File: src/rtl/pipe_hazard_ctrl.sv
// Stall/flush sequencer for the 5-stage pipeline: load-use bubbles, branch flush, memory-wait freeze.
// Optional PIPE_PERF_CNT_EN adds stall/bubble/flush performance counters.
module pipe_hazard_ctrl #(
  parameter int TIMEOUT_W   = 8,
  parameter int MEM_TIMEOUT = 200
) (
  input  logic        clk_i,
  input  logic        rst_i,
  input  logic        start_i,
  input  logic [4:0]  ID_RS1addr_i,
  input  logic [4:0]  ID_RS2addr_i,
  input  logic        EX_MemRead_i,
  input  logic [4:0]  EX_RDaddr_i,
  input  logic        ID_BranchTaken_i,
  input  logic        MEM_Req_i,
  input  logic        Mem_Ack_i,
  output logic        PCWrite_o,
  output logic        IFIDWrite_o,
  output logic        IFIDFlush_o,
  output logic        IDEXBubble_o,
  output logic        PipeStall_o,
  output logic        MemStart_o,
`ifdef PIPE_PERF_CNT_EN
  output logic [31:0] StallCycles_o,
  output logic [31:0] BubbleCnt_o,
  output logic [31:0] FlushCnt_o,
`endif
  output logic        Err_o
);

  // state    | meaning
  // IDLE     | held after reset until start_i, pipeline frozen with bubbles
  // RUN      | normal flow, hazard checks active
  // MEM_WAIT | data-memory access outstanding, whole pipeline frozen

  typedef enum logic [1:0] {IDLE, RUN, MEM_WAIT} state_t;

  localparam logic [TIMEOUT_W-1:0] TIMEOUT_MAX = TIMEOUT_W'(MEM_TIMEOUT);

  state_t               state;
  logic                 issued;
  logic [TIMEOUT_W-1:0] wait_cnt;
  logic                 err;

  logic load_use;
  logic new_access;
  logic timeout_hit;
  logic advance;

  assign load_use = EX_MemRead_i && (EX_RDaddr_i != 5'd0) &&
                    ((EX_RDaddr_i == ID_RS1addr_i) || (EX_RDaddr_i == ID_RS2addr_i));
  assign new_access  = MEM_Req_i && !issued;
  assign timeout_hit = (wait_cnt == TIMEOUT_MAX) && !Mem_Ack_i;

  always_comb begin
    PCWrite_o    = 1'b0;
    IFIDWrite_o  = 1'b0;
    IFIDFlush_o  = 1'b0;
    IDEXBubble_o = 1'b0;
    PipeStall_o  = 1'b0;
    MemStart_o   = 1'b0;
    advance      = 1'b0;
    case (state)
      IDLE: begin
        PipeStall_o  = 1'b1;
        IDEXBubble_o = 1'b1;
      end
      RUN: begin
        MemStart_o = new_access;
        advance    = !new_access || Mem_Ack_i;
      end
      MEM_WAIT: begin
        advance = (issued && Mem_Ack_i) || timeout_hit;
      end
      default: ;
    endcase
    // Hazard checks also apply in the cycle a memory wait releases.
    if (state != IDLE) begin
      if (!advance) begin
        PipeStall_o = 1'b1;
      end else if (load_use) begin
        IDEXBubble_o = 1'b1;
      end else if (ID_BranchTaken_i) begin
        IFIDFlush_o = 1'b1;
        PCWrite_o   = 1'b1;
        IFIDWrite_o = 1'b1;
      end else begin
        PCWrite_o   = 1'b1;
        IFIDWrite_o = 1'b1;
      end
    end
  end

  always_ff @(posedge clk_i) begin
    if (rst_i) begin
      state    <= IDLE;
      issued   <= 1'b0;
      wait_cnt <= '0;
      err      <= 1'b0;
    end else begin
      case (state)
        IDLE: begin
          if (start_i) state <= RUN;
        end
        RUN: begin
          if (new_access && !Mem_Ack_i) begin
            issued   <= 1'b1;
            wait_cnt <= TIMEOUT_W'(1);
            state    <= MEM_WAIT;
          end else begin
            issued <= 1'b0;
          end
        end
        MEM_WAIT: begin
          if (Mem_Ack_i) begin
            issued <= 1'b0;
            state  <= RUN;
          end else if (wait_cnt == TIMEOUT_MAX) begin
            err    <= 1'b1;
            issued <= 1'b0;
            state  <= RUN;
          end else begin
            wait_cnt <= wait_cnt + TIMEOUT_W'(1);
          end
        end
        default: state <= IDLE;
      endcase
    end
  end

  assign Err_o = err;

`ifdef PIPE_PERF_CNT_EN
  always_ff @(posedge clk_i) begin
    if (rst_i) begin
      StallCycles_o <= '0;
      BubbleCnt_o   <= '0;
      FlushCnt_o    <= '0;
    end else if (state != IDLE) begin
      if (!PCWrite_o)   StallCycles_o <= StallCycles_o + 32'd1;
      if (IDEXBubble_o) BubbleCnt_o   <= BubbleCnt_o + 32'd1;
      if (IFIDFlush_o)  FlushCnt_o    <= FlushCnt_o + 32'd1;
    end
  end
`endif

endmodule
File: config.mk
export PLATFORM = sky130hd
export DESIGN_NAME = pipe_hazard_ctrl
export DESIGN_NICKNAME = d
export VERILOG_FILES = /design/src/rtl/pipe_hazard_ctrl.sv
export SDC_FILE = /design/constraint.sdc
export NUM_CORES = 1
export LEC_CHECK = 0
export ABC_AREA = 1
export BUFFER_PORTS_ARGS = -buffer_cell sky130_fd_sc_hd__clkbuf_2
export CORE_ASPECT_RATIO = 0.7
export CORE_MARGIN = 2
export CORE_UTILIZATION = 30
export CTS_BUF_LIST = sky130_fd_sc_hd__clkbuf_4 sky130_fd_sc_hd__clkbuf_8
export CTS_CLUSTER_DIAMETER = 50
export CTS_CLUSTER_SIZE = 30
export DETAILED_ROUTE_END_ITERATION = 7
export HOLD_SLACK_MARGIN = 0.12
export SYNTH_ARGS = -nofsm -noshare
export SYNTH_HDL_FRONTEND = slang
export SYNTH_SLANG_ARGS = --single-unit
File: constraint.sdc
create_clock -name clk_i -period 5.2 [get_ports clk_i]
set_clock_uncertainty 0.2 [all_clocks]
set_input_delay 0.52 -clock clk_i [delete_from_list [all_inputs] [get_ports clk_i]]
set_output_delay 0.52 -clock clk_i [all_outputs]
set_load 0.02 [all_outputs]
==> flow_summary.toml <==
[synth]
synth.distinct_cells = 29
synth-main-ff-cell = "dfxtp_1"
syn_area_sq_um = 1100
async_flop_share_pct = 0
syn_avg_cell_area_sq_um = 6.23
synth-edff-count = 0
yosysTopAreaCellShare_pct = 21.9
yosysSeqAreaShare_pct = 21.9
synth-seq-cells = 12
netlist_top_cells_area = "dfxtp_1 22%, nand2_1 18%, inv_1 11%, ha_1 8.0%, a21oi_1 5.5%"
yosysMostFrequentCell = "nand2_1"
synth_cells = 176
ys_warn_count = 0
synth_fp_nets = 205
synth_top_cell_by_area = "dfxtp_1"
synth_common_cells = "53 x nand2_1, 31 x inv_1, 16 x nor2_1, 12 x a21oi_1, 12 x dfxtp_1"

[clock_network]
cts_hold_buf = 0
post_cts_resize_count = 0
cts_root_buf = "clkbuf_8"
cts_setup_buffers = 0
cts_made_buffers = 3
clk_latency_ps = 240
clkSinkCount = 12
cts.path.max_buffers = 2
clk_pin_slew_ps = 50
h-tree-depth = 1
cts_tree = "built"

[detailed_routing]
wire_per_inst_um = 9.13
vias_per_cell = 4.17
wl_mm = 2.35
firstDrtPassIters = 4
detail_route.iter0.violations = 55
drc = 0
ant_nets = 0
vias = 1071

[sta]
max_freq_mhz = 410
tightest_slew_ps = 263
slew_headroom_pct = 82.5
rsz0062_at_grt = "no"
hold_viol_final = 0
drv_slew = 0
min_period_ps = 2440
tns_ps = 0
min_period_over_period_pct = 46.9
setup_violations = 0

[pwr]
p_sw_share_pct = 46.9
seqPwrFrac_pct = 23.5
leakagePower_uw = 0.000685
cellPowerDensity_nw_per_um2 = 375
p_int_uw = 268
peakVddDrop_v = 0.000115
power.switching_uw = 237
p_comb_share_pct = 56.6
total_power_uw = 505
clock_power_share_pct = 20.0

[hold_path]
min_path_type = "reg2reg"

[worst_setup_path]
crit_arrival_ps = 1720
crit_required_ps = 4480
crit_path_max_incr_delay_ps = 350
worstSetupEndpointType = "output pin"
critical_path.cell_chain = "inv_1, ha_1, inv_1, nor2_1, nand2_2, nand2_4, nand3_1, nand2_2, nand2_2, nor3_2, clkbuf_2"
worst_path_most_repeated_cell = "nand2_2"
critical_path_class = "reg2out"
slowest_stage = "dfxtp_1"
critPathLaunchType = "flip-flop"
cp_max_fo = 4

[placement]
hpwl_mm = 1.94
io_buffers = 28
place.gp.congestion = 0.819

[cells_and_area]
drive_above_1_share_pct = 25.1
antennaDiodeCount = 0
fin_util_pct = 38.3
final_nets = 237
areaGrowthSynthToFinish_pct = 22.8

[global_routing]
grt-ovfl-total = 0
grt_pass1_wl_mm = 4.04
grt_max_degree = 11
grt_pass1_vias = 948
grt.total_usage_pct = 12.0
antenna_found_initial = 0

[floorplan]
fp.dieH_um = 54.6
rows = 18
ios = 29
start_util_pct = 31.2
die_area_sq_um = 4160
coreArea_sq_um = 3510
die_x_um = 76.2

[run_status]
status = "finished, final reports clean"

[job]
maxCapViolCount = 0
state kept, by name (all words and copies together) (netlist names):
name and count:
wait_cnt 8, state 2, Err_o 1, issued 1
through the flow:
step,cells,area [sq um],setup slack (ps),hold WS [ps]
detailed placement,253,1290,2980,261
CTS,257,1350,2740,274
global route,257,1350,2620,292
finish,257,1350,2760,277
global placement,253,1290,2960,255
floorplan,176,1100,2870,251
cell usage in the layout, fill, tap and decap left out:
master    count
inv_6         1
clkbuf_2     28
nand3_2       3
nand3_1       7
nor2_2        1
nor2_8        1
a21oi_1      12
nand3b_1      1
o21a_1        1
nor3b_1       1
nor3_1        1
ha_1          7
xnor2_1       2
a21oi_2       1
clkbuf_8      4
o21ai_1       2
nor2_4        1
xor2_1        1
nor3_2        1
and3_1        1
inv_2         2
dfxtp_1      12
inv_1        31
nand2_8       1
nand2_2       6
nor2_1       16
o21ai_0       5
nand2_4       2
nand2_1      53
nand4_1       2
logic make-up after synthesis:
family | after synthesis | synth area share, %
AOI/OAI and AO/OA | 21 | 10.2
adders and majority gates | 7 | 7.99
and+or+nand+nor | 98 | 44.7
buffers and inverters | 35 | 12.8
DFF | 12 | 21.9
xor gates and xnor gates | 3 | 2.40
cell type report:
cell class	instances	area, sq um
multi-input combinational	129	716
inverter	34	133
timing repair buffer	28	140
clock buffer	4	55.1
sequential	12	240
tap	50	62.6
fill	401	2170
worst paths after layout:
path / from / to / slack (ps) / depth (start not counted)
min: Err_o / Err_o / 280 / 1
max: wait_cnt[0] / IFIDFlush_o / 2760 / 11
max reg2reg: state[0] / wait_cnt[3] / 3450 / 8
min reg2reg: Err_o / Err_o / 280 / 1
layer usage:
| metal | vias up | part of all wire, % | GRT usage (%) |
|---|---|---|---|
| met5 | - | 0 | 0 |
| met4 | 0 | 0.81 | 1.82 |
| met3 | 2 | 2.4 | 2.64 |
| met2 | 16 | 39 | 18.4 |
| met1 | 452 | 58 | 17.6 |
| li1 | 601 | - | - |
power by group through the flow:
stage | Clock [uW] | Sequential, uW | Combinational [uW]
floorplan | 0 | 118 | 225
global placement | 0 | 120 | 287
detailed placement | 0 | 120 | 285
CTS | 104 | 119 | 287
global route | 110 | 122 | 312
finish | 101 | 119 | 286
worst max-delay path, delay by kind of cell (launching register included):
| kind | cells | cell delay [ps] |
|---|---|---|
| AND/OR/NAND/NOR | 7 | 680 |
| flip-flops | 1 | 350 |
| buffers and inverters | 3 | 310 |
| adder cells (fa/ha/maj) | 1 | 140 |
Note: power is estimated with default switching activity, not from simulation.
